[src/rtl/result_pairer.sv]
// result_pairer: pairs 32-bit and 64-bit pipeline results in arrival order into seq-tagged records
//
// Ports:
//   clk           sole clock, rising edge
//   rst           asynchronous active-low reset
//   in1_data/_valid   32-bit result strobe (pushed into the pending FIFO)
//   in2_data/_valid   64-bit result strobe (pairs with oldest pending 32-bit result)
//   res_sum/_sum1/_seq/_valid, res_ready   FWFT valid/ready record output
//   pend_count    pending FIFO occupancy
//   err_orphan    sticky: 64-bit result with no 32-bit partner
//   err_overflow  sticky: pending or output FIFO overflow
//   drop_cnt      saturating count of dropped in1 entries and records
//   clr_err       synchronous clear of the error flags and drop_cnt
module result_pairer #(
   parameter int PEND_DEPTH = 4,
   parameter int OUT_DEPTH  = 4,
   parameter int SEQ_W      = 8
) (
   input  logic                          clk,
   input  logic                          rst,
   input  logic [31:0]                   in1_data,
   input  logic                          in1_valid,
   input  logic [63:0]                   in2_data,
   input  logic                          in2_valid,
   output logic [31:0]                   res_sum,
   output logic [63:0]                   res_sum1,
   output logic [SEQ_W-1:0]              res_seq,
   output logic                          res_valid,
   input  logic                          res_ready,
   output logic [$clog2(PEND_DEPTH):0]   pend_count,
   output logic                          err_orphan,
   output logic                          err_overflow,
   output logic [15:0]                   drop_cnt,
   input  logic                          clr_err
);
   localparam int PA = $clog2(PEND_DEPTH);
   localparam int PW = PA + 1;
   localparam int OA = $clog2(OUT_DEPTH);
   localparam int OW = OA + 1;
   localparam int RW = 96 + SEQ_W;

   logic [31:0]      pmem_q [PEND_DEPTH];
   logic [PA-1:0]    prd_q, pwr_q;
   logic [PW-1:0]    pcnt_q, pcnt_d;
   logic [RW-1:0]    omem_q [OUT_DEPTH];
   logic [OA-1:0]    ord_q, owr_q;
   logic [OW-1:0]    ocnt_q, ocnt_d;
   logic [SEQ_W-1:0] seq_q;
   logic             orphan_q, orphan_d, ovf_q, ovf_d;
   logic [15:0]      drop_q, drop_d;
   logic [16:0]      drop_sum;
   logic             p_empty, p_full, p_pop, p_push, p_drop, bypass, orphan, pair;
   logic             o_full, o_pop, o_push, o_drop;
   logic [31:0]      pair_sum;
   logic [RW-1:0]    head;

   always_comb begin
      p_empty  = pcnt_q == '0;
      p_full   = pcnt_q == PW'(PEND_DEPTH);
      p_pop    = in2_valid & ~p_empty;
      // with nothing pending, a coincident in1 is consumed directly and never stored
      bypass   = in2_valid & p_empty & in1_valid;
      orphan   = in2_valid & p_empty & ~in1_valid;
      p_push   = in1_valid & ~bypass & (~p_full | p_pop);
      p_drop   = in1_valid & ~bypass & p_full & ~p_pop;
      pair     = p_pop | bypass;
      pair_sum = p_pop ? pmem_q[prd_q] : in1_data;
      o_full   = ocnt_q == OW'(OUT_DEPTH);
      o_pop    = res_valid & res_ready;
      o_push   = pair & (~o_full | o_pop);
      o_drop   = pair & o_full & ~o_pop;
      pcnt_d   = pcnt_q + PW'(p_push) - PW'(p_pop);
      ocnt_d   = ocnt_q + OW'(o_push) - OW'(o_pop);
      drop_sum = {1'b0, drop_q} + 17'(p_drop) + 17'(o_drop);
      drop_d   = clr_err ? 16'd0 : drop_sum[16] ? 16'hFFFF : drop_sum[15:0];
      orphan_d = ~clr_err & (orphan_q | orphan);
      ovf_d    = ~clr_err & (ovf_q | p_drop | o_drop);
   end

   always_ff @(posedge clk) begin
      if (p_push) pmem_q[pwr_q] <= in1_data;
      if (o_push) omem_q[owr_q] <= {pair_sum, in2_data, seq_q};
   end

   always_ff @(posedge clk or negedge rst) begin
      if (!rst) begin
         prd_q    <= '0;
         pwr_q    <= '0;
         pcnt_q   <= '0;
         ord_q    <= '0;
         owr_q    <= '0;
         ocnt_q   <= '0;
         seq_q    <= '0;
         orphan_q <= 1'b0;
         ovf_q    <= 1'b0;
         drop_q   <= '0;
      end else begin
         prd_q    <= prd_q + PA'(p_pop);
         pwr_q    <= pwr_q + PA'(p_push);
         pcnt_q   <= pcnt_d;
         ord_q    <= ord_q + OA'(o_pop);
         owr_q    <= owr_q + OA'(o_push);
         ocnt_q   <= ocnt_d;
         // seq advances even when the record is dropped so the consumer sees the gap
         seq_q    <= seq_q + SEQ_W'(pair);
         orphan_q <= orphan_d;
         ovf_q    <= ovf_d;
         drop_q   <= drop_d;
      end
   end

   always_comb begin
      res_valid = ocnt_q != '0;
      head      = omem_q[ord_q];
      {res_sum, res_sum1, res_seq} = res_valid ? head : '0;
      pend_count   = pcnt_q;
      err_orphan   = orphan_q;
      err_overflow = ovf_q;
      drop_cnt     = drop_q;
   end
endmodule

[config.mk]
export PLATFORM = sky130hd
export DESIGN_NAME = result_pairer
export DESIGN_NICKNAME = d
export VERILOG_FILES = /design/src/rtl/result_pairer.sv
export SDC_FILE = /design/constraint.sdc
export NUM_CORES = 1
export LEC_CHECK = 0
export CAP_MARGIN = 20
export CORE_MARGIN = 2
export CORE_UTILIZATION = 45
export DETAILED_ROUTE_END_ITERATION = 8
export GPL_ROUTABILITY_DRIVEN = 0
export PLACE_DENSITY = 0.73
export SKIP_CTS_REPAIR_TIMING = 1
export SLEW_MARGIN = 15
export SYNTH_ARGS = -nofsm -noshare
export SYNTH_HDL_FRONTEND = slang
export SYNTH_SLANG_ARGS = --single-unit
[constraint.sdc]
create_clock -name clk -period 24.3 [get_ports clk]
set_input_delay 4.86 -clock clk [delete_from_list [all_inputs] [get_ports clk]]
set_output_delay 4.86 -clock clk [all_outputs]
set_load 0.01 [all_outputs]
==> impl_metrics.toml <==
[floorplan]
core_area_um2 = 49900
die-area_um2 = 52100
boundaryPins = 228
dieWidth_um = 228
initial_core_util_pct = 45.4
rows = 82
dieHeight_um = 228

[cts]
cts_sinks = 584
htreeDepth = 2
clk_path_buf_depth = 3
cts_tree = "done"
numCtsBuffers = 59
clkLatencyLatePin_ns = 0.61
clk_pin_slew_worst_paths_ns = 0.06
root_buffer = "clkbuf_16"

[final_layout]
area_growth_pct = 22.6
finish.net_count = 1407
final_cell_area_um2 = 27800
seq_area_um2 = 17300
n_fill_cell = 3808
fin_util_pct = 55.7
instances_no_fill = 2017
multi_input_area_um2 = 5060
drive_gt1_share_pct = 22.9

[routing]
drc = 0
ant_nets = 0
initialDrtViolationCount = 618
wl_um = 44900
avgRoutedWirePerCell_um = 22.3
drt-vias-per-instance = 5.33
firstDrtPassIters = 6
vias = 10800

[yosys]
synth_xor_area_share_pct = 0.967
ys.warnings.count = 0
synth_mux_area_share_pct = 15.1
synth_fa_ha_area_share_pct = 0.873
yosys_register_bits = 584
synthCells = 1037
netlist_area_um2 = 22600
syn_avg_cell_area_um2 = 21.8
synth-seq-area-share_pct = 76.6
synth_simple_gate_area_share_pct = 4.33
ys_types = 43
synth_top_family_by_area = "multiplexers"
synth_nets = 1153
synth_compound_area_share_pct = 0.812

[hold_path]
hold_path.class = "reg2reg"
min_to = "ocnt_q[2]$_DFF_PN0_"
worstHoldStart = "ocnt_q[2]$_DFF_PN0_"
min_path_cells = 1

[power]
switching_power_mw = 1.00
pwr-share-seq_pct = 41.4
p_int_mw = 2.53
power_density_nw_per_um2 = 127
power.total_mw = 3.54
switching_share_pct = 28.4
clockPowerShare_pct = 26.2
comb_power_share_pct = 32.4
leakage_nw = 9.07
ir_drop_mv = 0.0767

[global_routing]
grt_max_degree = 63
grt_pass1_wl_um = 69300
antenna_found_initial = 5
grt_overflow = 0
grt_usage_pct = 17.4
grt_pass1_vias = 11700

[job]
drv_cap = 0

[critical_path]
worstPathMaxFanout = 62
reg2reg_to = "drop_cnt[2]$_DFF_PN0_"
cp-start-kind = "register"
path_class = "reg2out"
r2r_start = "ocnt_q[1]$_DFF_PN0_"
critPathCaptureType = "output pin"
r2r_slack_ns = 21.05
worstPathArrival_ns = 3.58
slowest_stage = "dfrtp_4"
cp_cell_sequence = "buf_4, mux4_2, and2_1, clkdlybuf4s50_1"
r2r_cells = 9
critPathMaxStageDelay_ns = 0.91
required_ns = 19.44

[placed_design]
portBuffers = 227
dp_cells = 1901
dpl.hpwl_um = 26100
place_area_um2 = 25700

[sta]
fin_setup_tns_ns = 0
hold_viol = 0
clock.fmax_mhz = 118
fin_crit_sh_pct = 34.7
worstMarginPinSlew_ns = 0.992
rsz0062_at_grt = "no"
finalClockSkew_ns = 0.0195
drv_slew = 0
setup_viol = 0
fin_crit_ns = 8.44
slew_headroom_pct = 33.8

[outcome]
status = "finished, final reports clean"
## cells in the final DEF (no fill, tap or decap), types with 8 or more instances in the layout
cell	count
mux4_2	136
mux2_2	31
clkdlybuf4s50_1	226
bufinv_16	9
clkinv_2	9
clkbuf_16	59
nand3_1	8
and2_1	105
edfxtp_1	544
nand2_1	11
clkinv_1	12
clkbuf_1	8
buf_4	15
xnor2_1	14
inv_1	14
a21oi_2	10
dfrtp_1	37
xor2_1	11
ha_1	11
## cells in the mapped netlist (all sizes together)
master	instances	share of area (%)
a211oi	2	0.066
a21oi	14	0.48
a31oi	4	0.11
and2	105	2.9
and3	4	0.11
and4	1	0.044
and4b	1	0.050
buf	26	0.66
clkbuf	26	0.43
dfrtp	40	4.4
edfxtp	544	72
fa	3	0.27
ha	11	0.61
inv	14	0.23
mux2	31	1.5
mux2i	1	0.044
mux4	136	14
nand2	11	0.18
nand2b	1	0.028
nand3	8	0.18
nand3b	1	0.033
nand4	4	0.20
nor2	5	0.083
nor2b	1	0.028
nor3	5	0.11
nor3b	2	0.066
nor4	4	0.20
nor4b	2	0.077
o21ai	1	0.022
o31ai	2	0.088
o41a	1	0.050
or3	1	0.028
xnor2	14	0.54
xor2	11	0.43
## power groups by stage
stage               registers [mW]  clock network, mW  logic, mW
detailed placement            1.49                  0       1.17
global route                  1.49              0.990       1.23
finish                        1.46              0.926       1.15
CTS                           1.47              0.950       1.18
global placement              1.47                  0       1.16
floorplan                     1.46                  0      0.695
## routing by layer
metal / vias up / track usage [%] / wire length [µm]
met2: 251 / 30.3 / 23200
li1: 4735 / - / -
met4: 4 / 5.17 / 1060
met3: 71 / 3.72 / 2140
met1: 5692 / 22.0 / 18500
met5: - / 0 / 32
## state kept, by name, indices dropped and copies added (netlist names)
name / cells
omem_q: 416
ord_q: 2
seq_q: 8
pwr_q: 2
prd_q: 2
pmem_q: 128
drop_cnt: 16
owr_q: 2
err_overflow: 1
pend_count: 3
ocnt_q: 3
err_orphan: 1
## cell families after synthesis
logic type,Yosys count
flip-flops,584
multiplexers,168
AND/OR/NAND/NOR,156
buffers and inverters,66
XOR/XNOR,25
AO/OA/AOI/OAI,24
adder cells (fa/ha/maj),14
## worst max-delay path by stage
stage	startpoint	endpoint	slack [ns]	depth (start not counted)
finish	ord_q[1]$_DFF_PN0_	res_sum[10]	15.86	4
global route	ord_q[0]$_DFF_PN0_	res_sum[20]	15.58	4
detailed placement	in2_valid	omem_q[3][24]$_DFFE_PP_	16.14	6
CTS	ord_q[0]$_DFF_PN0_	res_sum[20]	15.71	4
floorplan	in1_valid	omem_q[1][0]$_DFFE_PP_	10.86	3
global placement	in2_valid	omem_q[3][18]$_DFFE_PP_	16.21	6
## through the flow
stage / worst slack [ns] / hold WS [ns]
5_1_grt: 15.58 / 0.537
4_1_cts: 15.71 / 0.502
2_1_floorplan: 10.86 / 0.453
6_report: 15.86 / 0.508
3_3_place_gp: 16.21 / 0.481
3_5_place_dp: 16.14 / 0.486
## critical path, delay by kind of cell (launching register included)
kind / cells / cell delay (ns)
muxes: 1 / 0.46
buffers and inverters: 2 / 1.28
DFF: 1 / 0.91
and+or+nand+nor: 1 / 0.18
## final cells by class
class	instances	area share, %
clock inverter	41	1.61
multi-input combinational	387	18.2
inverter	14	0.189
clock buffer	71	5.62
sequential	584	62.5
timing repair buffer	245	8.82
tap	672	3.03
antenna	3	0.0270
No activity file was read; power rests on OpenSTA's default activity.
